$ cat src/rtl/uart_frame_parser_if.sv
// Byte-stream and control-strobe bundle between the UART receiver, the frame
// parser and the matrix-vector array's FIFO / L / N register inputs.
interface uart_frame_parser_if #(
    parameter int NUM_ROW_FIFOS = 4
);
    logic [7:0]             rx_data;
    logic                   rx_valid;
    logic [7:0]             data_out;
    logic                   L_register_enable;
    logic                   N_register_enable;
    logic [NUM_ROW_FIFOS:0] push_FIFO;
    logic                   start_op;
    logic                   frame_error;
    logic                   busy;

    modport master (
        output rx_data, rx_valid,
        input  data_out, L_register_enable, N_register_enable, push_FIFO,
               start_op, frame_error, busy
    );

    modport slave (
        input  rx_data, rx_valid,
        output data_out, L_register_enable, N_register_enable, push_FIFO,
               start_op, frame_error, busy
    );
endinterface

$ cat src/rtl/uart_frame_parser.sv
// Host command frame parser: FE, L, CMD, payload, EF. Drives L/N register
// enables, row/vector FIFO pushes and start requests; flags malformed frames.
//
// state     | meaning
// S_IDLE    | waiting for start byte 0xFE
// S_LEN     | next byte is the length L
// S_CMD     | next byte is the command, checked against L and n_reg
// S_PAYLOAD | consuming L-1 payload bytes
// S_END     | next byte must be 0xEF
module uart_frame_parser #(
    parameter int MAX_N         = 8,
    parameter int NUM_ROW_FIFOS = 4
) (
    input  logic                clk,
    input  logic                reset,
    uart_frame_parser_if.slave  bus
);
    localparam int NW = $clog2(MAX_N + 1);
    localparam int CW = $clog2(MAX_N * MAX_N + 2);
    localparam int RW = (NUM_ROW_FIFOS > 1) ? $clog2(NUM_ROW_FIFOS) : 1;

    localparam logic [7:0] SOF_BYTE  = 8'hFE;
    localparam logic [7:0] EOF_BYTE  = 8'hEF;
    localparam logic [7:0] CMD_SET_N = 8'h01;
    localparam logic [7:0] CMD_START = 8'h03;
    localparam logic [7:0] CMD_MAT   = 8'h04;
    localparam logic [7:0] CMD_VEC   = 8'h05;
    localparam logic [7:0] MAX_N_B   = 8'(MAX_N);

    typedef enum logic [2:0] {S_IDLE, S_LEN, S_CMD, S_PAYLOAD, S_END} state_t;

    state_t                 state_q, state_d;
    logic [7:0]             len_q, len_d;
    logic [7:0]             cmd_q, cmd_d;
    logic [CW-1:0]          remain_q, remain_d;
    logic [NW-1:0]          col_q, col_d;
    logic [RW-1:0]          row_q, row_d;
    logic [NW-1:0]          n_q, n_d;
    logic [7:0]             n_pend_q, n_pend_d;
    logic                   n_ok_q, n_ok_d;
    logic [7:0]             data_q, data_d;
    logic                   len_en_q, len_en_d;
    logic                   n_en_q, n_en_d;
    logic                   start_q, start_d;
    logic                   err_q, err_d;
    logic                   busy_q;
    logic [NUM_ROW_FIFOS:0] push_q, push_d;

    logic [7:0] n_ext;
    logic [7:0] len_mat;
    logic [7:0] len_vec;
    logic       len_ok;

    assign n_ext   = 8'(n_q);
    assign len_mat = n_ext * n_ext + 8'd1;
    assign len_vec = n_ext + 8'd1;

    // Length / N legality of the incoming byte, used only in S_CMD.
    always_comb begin
        len_ok = 1'b0;
        case (bus.rx_data)
            CMD_SET_N: len_ok = (len_q == 8'd2);
            CMD_START: len_ok = (n_q != '0) && (len_q == 8'd1);
            CMD_MAT:   len_ok = (n_q != '0) && (len_q == len_mat);
            CMD_VEC:   len_ok = (n_q != '0) && (len_q == len_vec);
            default:   len_ok = 1'b0;
        endcase
    end

    always_comb begin
        state_d  = state_q;
        len_d    = len_q;
        cmd_d    = cmd_q;
        remain_d = remain_q;
        col_d    = col_q;
        row_d    = row_q;
        n_d      = n_q;
        n_pend_d = n_pend_q;
        n_ok_d   = n_ok_q;
        data_d   = data_q;
        len_en_d = 1'b0;
        n_en_d   = 1'b0;
        start_d  = 1'b0;
        err_d    = 1'b0;
        push_d   = '0;
        if (bus.rx_valid) begin
            case (state_q)
                S_IDLE: begin
                    if (bus.rx_data == SOF_BYTE) state_d = S_LEN;
                end
                S_LEN: begin
                    len_d    = bus.rx_data;
                    data_d   = bus.rx_data;
                    len_en_d = 1'b1;
                    if (bus.rx_data == 8'd0) begin
                        err_d   = 1'b1;
                        state_d = S_IDLE;
                    end else begin
                        state_d = S_CMD;
                    end
                end
                S_CMD: begin
                    cmd_d    = bus.rx_data;
                    col_d    = '0;
                    row_d    = '0;
                    n_ok_d   = 1'b0;
                    remain_d = CW'(len_q - 8'd1);
                    if (!len_ok) begin
                        err_d   = 1'b1;
                        state_d = S_IDLE;
                    end else if (len_q == 8'd1) begin
                        state_d = S_END;
                    end else begin
                        state_d = S_PAYLOAD;
                    end
                end
                S_PAYLOAD: begin
                    case (cmd_q)
                        CMD_MAT: begin
                            push_d[row_q] = 1'b1;
                            data_d        = bus.rx_data;
                            // Column wrap advances the row; row index is kept modulo the FIFO count.
                            if (col_q == n_q - NW'(1)) begin
                                col_d = '0;
                                row_d = (row_q == RW'(NUM_ROW_FIFOS - 1)) ? '0 : row_q + RW'(1);
                            end else begin
                                col_d = col_q + NW'(1);
                            end
                        end
                        CMD_VEC: begin
                            push_d[NUM_ROW_FIFOS] = 1'b1;
                            data_d                = bus.rx_data;
                        end
                        CMD_SET_N: begin
                            n_pend_d = bus.rx_data;
                            n_ok_d   = (bus.rx_data != 8'd0) && (bus.rx_data <= MAX_N_B);
                        end
                        default: ;
                    endcase
                    remain_d = remain_q - CW'(1);
                    if (remain_q == CW'(1)) state_d = S_END;
                end
                S_END: begin
                    state_d = S_IDLE;
                    if (bus.rx_data != EOF_BYTE) begin
                        err_d = 1'b1;
                    end else if (cmd_q == CMD_START) begin
                        start_d = 1'b1;
                    end else if (cmd_q == CMD_SET_N) begin
                        if (n_ok_q) begin
                            n_en_d = 1'b1;
                            data_d = n_pend_q;
                            n_d    = NW'(n_pend_q);
                        end else begin
                            err_d = 1'b1;
                        end
                    end
                end
                default: state_d = S_IDLE;
            endcase
        end
    end

    always_ff @(posedge clk or negedge reset) begin
        if (!reset) begin
            state_q  <= S_IDLE;
            len_q    <= '0;
            cmd_q    <= '0;
            remain_q <= '0;
            col_q    <= '0;
            row_q    <= '0;
            n_q      <= '0;
            n_pend_q <= '0;
            n_ok_q   <= 1'b0;
            data_q   <= '0;
            len_en_q <= 1'b0;
            n_en_q   <= 1'b0;
            start_q  <= 1'b0;
            err_q    <= 1'b0;
            busy_q   <= 1'b0;
            push_q   <= '0;
        end else begin
            state_q  <= state_d;
            len_q    <= len_d;
            cmd_q    <= cmd_d;
            remain_q <= remain_d;
            col_q    <= col_d;
            row_q    <= row_d;
            n_q      <= n_d;
            n_pend_q <= n_pend_d;
            n_ok_q   <= n_ok_d;
            data_q   <= data_d;
            len_en_q <= len_en_d;
            n_en_q   <= n_en_d;
            start_q  <= start_d;
            err_q    <= err_d;
            busy_q   <= (state_d != S_IDLE);
            push_q   <= push_d;
        end
    end

    assign bus.data_out          = data_q;
    assign bus.L_register_enable = len_en_q;
    assign bus.N_register_enable = n_en_q;
    assign bus.push_FIFO         = push_q;
    assign bus.start_op          = start_q;
    assign bus.frame_error       = err_q;
    assign bus.busy              = busy_q;
endmodule

$ cat src/flat_wrapper.sv
// flat-port wrapper written by rule: the top's interface ports become plain ports
module uart_frame_parser_flat 
#(
    parameter int MAX_N         = 8,
    parameter int NUM_ROW_FIFOS = 4
)
  (clk, reset, bus_rx_data, bus_rx_valid, bus_data_out, bus_L_register_enable, bus_N_register_enable, bus_push_FIFO, bus_start_op, bus_frame_error, bus_busy);
  uart_frame_parser_if #(.NUM_ROW_FIFOS(NUM_ROW_FIFOS)) bus_i ();
  input  logic clk;
  input  logic reset;
  input wire logic [$bits(bus_i.rx_data)-1:0] bus_rx_data;
  input wire logic [$bits(bus_i.rx_valid)-1:0] bus_rx_valid;
  output wire logic [$bits(bus_i.data_out)-1:0] bus_data_out;
  output wire logic [$bits(bus_i.L_register_enable)-1:0] bus_L_register_enable;
  output wire logic [$bits(bus_i.N_register_enable)-1:0] bus_N_register_enable;
  output wire logic [$bits(bus_i.push_FIFO)-1:0] bus_push_FIFO;
  output wire logic [$bits(bus_i.start_op)-1:0] bus_start_op;
  output wire logic [$bits(bus_i.frame_error)-1:0] bus_frame_error;
  output wire logic [$bits(bus_i.busy)-1:0] bus_busy;
  assign bus_i.rx_data = bus_rx_data;
  assign bus_i.rx_valid = bus_rx_valid;
  assign bus_data_out = bus_i.data_out;
  assign bus_L_register_enable = bus_i.L_register_enable;
  assign bus_N_register_enable = bus_i.N_register_enable;
  assign bus_push_FIFO = bus_i.push_FIFO;
  assign bus_start_op = bus_i.start_op;
  assign bus_frame_error = bus_i.frame_error;
  assign bus_busy = bus_i.busy;
  uart_frame_parser #(.MAX_N(MAX_N), .NUM_ROW_FIFOS(NUM_ROW_FIFOS)) u_core (.clk(clk), .reset(reset), .bus(bus_i));
endmodule
$ cat config.mk
export PLATFORM = sky130hd
export DESIGN_NAME = uart_frame_parser_flat
export DESIGN_NICKNAME = d
export VERILOG_FILES = /design/src/rtl/uart_frame_parser_if.sv /design/src/rtl/uart_frame_parser.sv /design/src/flat_wrapper.sv
export SDC_FILE = /design/constraint.sdc
export NUM_CORES = 1
export LEC_CHECK = 0
export ABC_AREA = 0
export BUFFER_PORTS_ARGS = -buffer_cell sky130_fd_sc_hd__buf_4
export CORE_UTILIZATION = 54
export DETAILED_ROUTE_END_ITERATION = 8
export HOLD_SLACK_MARGIN = 0.06
export PLACE_DENSITY = 0.74
export SETUP_SLACK_MARGIN = 0.4
export SLEW_MARGIN = 40
export SYNTH_ARGS = -nofsm -noshare
export SYNTH_HDL_FRONTEND = slang
export SYNTH_SLANG_ARGS = --single-unit
$ cat constraint.sdc
create_clock -name clk -period 2.4 [get_ports clk]
set_input_delay 0.12 -clock clk [delete_from_list [all_inputs] [get_ports clk]]
set_output_delay 0.12 -clock clk [all_outputs]
set_load 0.1 [all_outputs]
==> results.yml <==
clock_network:
  cts_buffers: 9
  clk_path_buf_depth: 2
  cts_root_buffer: "clkbuf_8"
  cts_max_level: 3
  cts_sinks: 63
  clock_latency_ns: 0.35
  cts.clk_slew.worst_paths_ns: 0.07
  cts_tree: "built"
sta:
  slew-limit-headroom_pct: 62.4
  fin_hold_ws_ns: 0.107
  rsz0062_at_grt: "yes"
  finalClockSkew_ns: 0.0129
  slew_violations: 0
  setup_viol: 0
  fin_crit_sh_pct: 92.2
  fin_tns_setup_ns: 0
  hold_viol: 0
  tightest_slew_ns: 0.563
  min_period_ns: 2.21
  fmax_mhz: 452
worst_setup_path:
  crit_path_end_kind: "flop"
  reg2regPathDepth: 9
  critPathArrivalTime_ns: 2.45
  worstPathRequired_ns: 2.63
  r2r_end: "u_core.bus.frame_error"
  r2r_start: "u_core.n_q[2]"
  critPathMaxFanout: 8
  ff2ff_setup_slack_ns: 0.19
  crit_type: "reg -> reg"
  crit_path_start_kind: "flop"
yosys:
  syn_nets: 384
  synthDistinctLibCells: 52
  yosys_warnings: 0
  synthArstFlopShare_pct: 100
  yosysTopAreaCellShare_pct: 43.9
  synth_area_leader_cell: "dfrtp_1"
  synth-seq-cells: 63
  ys.flop_type: "dfrtp_1"
  synth_edf_count: 0
  syn_area_um2: 3590
  synth_area_per_cell_um2: 10.1
  yosys-top-cells-area: "dfrtp_1, mux2_2, ha_1"
  synthTopCellsByCount: "dfrtp_1, nand2_1, mux2_2, nor2_1, o21ai_0"
  yosysMostFrequentCell: "dfrtp_1"
  seq_area_frac_synth_pct: 43.9
  synthCells: 357
global_route:
  grt_pass1_wl_um: 14200
  gr-usage-all-layers_pct: 26.0
  grt_pass1_vias: 2777
  grt_remaining_overflow: 0
  grt_max_degree: 64
  antenna_found_initial: 0
drt:
  ant_nets: 0
  routed_wl_um: 8270
  drc: 0
  first_pass_iters: 5
  wire_per_inst_um: 16.9
  drt-initial-drc-count: 232
  via_per_inst: 5.84
  via_count: 2864
power_and_ir_drop:
  ir_drop_mv: 0.454
  power_density_nw_per_um2: 560
  leakage_nw: 2.03
  power_w: 0.00250
finish:
  utilization_pct: 69.9
  nets: 435
  final_area_um2: 4460
  drive_gt1_share_pct: 32.7
  areaGrowthSynthToFinish_pct: 24.3
  num_antenna_cells: 0
hold_path:
  hold_path.class: "in -> reg"
  whs_endpoint: "u_core.len_q[0]"
  hold_path.startpoint: "bus_rx_data[0]"
  hold_depth: 3
placement:
  gp_congestion: 0.865
  dpl.hpwl_um: 5640
  port_buffers: 28
  place_area_um2: 4030
die:
  core_area_um2: 6390
  dieArea_um2: 6980
  row_count: 29
  die_y_um: 83.5
  io_pins: 29
  start_util_pct: 56.2
  die_w_um: 83.5
run:
  drv_cap: 0
run_status:
  outcome: "completed"
kinds of logic after synthesis:
group	after synthesis	share of synthesized area [%]
simple gates	123	17.9
flops	63	43.9
compound gates	62	11.5
mux	37	11.2
buf+inv	31	3.87
xor+xnor	25	6.10
fa+ha+maj	16	5.57
layout by cell type, fill, tap and decap left out, types with 3 or more instances in the layout:
| cell | Yosys | final |
|---|---|---|
| nand4_1 | 3 | 3 |
| nor2_2 | 0 | 3 |
| nor2b_1 | 5 | 3 |
| xor2_1 | 10 | 10 |
| and2_1 | 10 | 9 |
| buf_4 | 5 | 49 |
| nand2_1 | 33 | 32 |
| inv_1 | 14 | 14 |
| mux2i_1 | 11 | 11 |
| o22ai_1 | 3 | 3 |
| dfrtp_2 | 0 | 3 |
| ha_1 | 16 | 12 |
| buf_6 | 0 | 4 |
| nor4b_1 | 3 | 3 |
| a21oi_1 | 16 | 8 |
| a22o_1 | 4 | 4 |
| nand3_1 | 12 | 11 |
| and3_1 | 4 | 4 |
| o21ai_0 | 19 | 16 |
| dfrtp_1 | 63 | 60 |
| ha_4 | 0 | 3 |
| dlygate4sd3_1 | 0 | 3 |
| nor2_1 | 20 | 14 |
| or3_1 | 3 | 3 |
| mux2_2 | 26 | 25 |
| xnor2_1 | 15 | 15 |
| nand2b_1 | 3 | 3 |
| nor2_4 | 0 | 3 |
| a21oi_2 | 0 | 7 |
| nor3_1 | 16 | 14 |
| o21ai_1 | 3 | 6 |
| clkbuf_8 | 0 | 9 |
worst max path at each step:
stage	startpoint	endpoint
after floorplan	u_core.n_q[0]	u_core.bus.frame_error
after global placement	bus_rx_data[5]	u_core.bus.frame_error
after detailed placement	bus_rx_data[5]	u_core.bus.frame_error
after CTS	u_core.n_q[2]	u_core.bus.frame_error
after global routing	u_core.n_q[2]	u_core.state_q[0]
final	u_core.n_q[2]	u_core.bus.frame_error
worst max-delay path, stage by stage, from the launching register on:
cell	delay [ns]
dfrtp_2	0.45
nor2b_4	0.15
ha_4	0.24
a21o_1	0.16
a21oi_2	0.17
xor2_1	0.21
a21oi_1	0.11
o32ai_2	0.28
nand2_1	0.09
a31o_1	0.22
sequential cells by signal, summed over array words and instances (netlist names):
signal / count
u_core.bus.N_register_enable: 1
u_core.cmd_q: 8
u_core.len_q: 8
u_core.bus.push_FIFO: 5
u_core.bus.L_register_enable: 1
u_core.state_q: 3
u_core.col_q: 4
u_core.n_q: 4
u_core.row_q: 2
u_core.bus.frame_error: 1
u_core.n_pend_q: 8
u_core.bus.start_op: 1
u_core.bus.data_out: 8
u_core.bus.busy: 1
u_core.remain_q: 7
u_core.n_ok_q: 1
per-stage QoR:
stage          instances  setup slack [ns]
2_1_floorplan        357             0.258
3_3_place_gp         464             0.110
3_5_place_dp         464            0.0764
4_1_cts              489             0.204
5_1_grt              490            0.0434
6_report             490             0.187
final cells by class:
cell class | count | area [um2]
clock buffers | 11 | 131
clock inverters | 5 | 81.3
fillers | 466 | 1920
inverters | 14 | 52.6
multi-input cells | 263 | 2060
flip-flops and latches | 63 | 1580
well taps | 77 | 96.3
repair buffers | 57 | 463
routing by layer:
metal / share of wire (%) / track usage [%] / vias to the layer above
met1: 47 / 37.0 / 1399
met2: 47 / 39.4 / 82
met3: 4.9 / 5.54 / 13
met4: 1.4 / 9.55 / 0
li1: - / - / 1370
met5: 0 / 0 / -
where the power goes:
part | switching, W | internal, W
logic | 0.000241 | 0.000110
clock network | 0.000422 | 0.000587
registers | 0.0000420 | 0.00110
what timing repair did:
item	4_1_cts	5_1_grt
gates resized for setup	31	6
pin swaps	18	2
hold endpoints to repair	69	0
gates cloned	1	0
setup buffers	5	1
hold buffers	3	0
endpoints found under the setup margin	23	28
(Power assumes the default switching activity.)
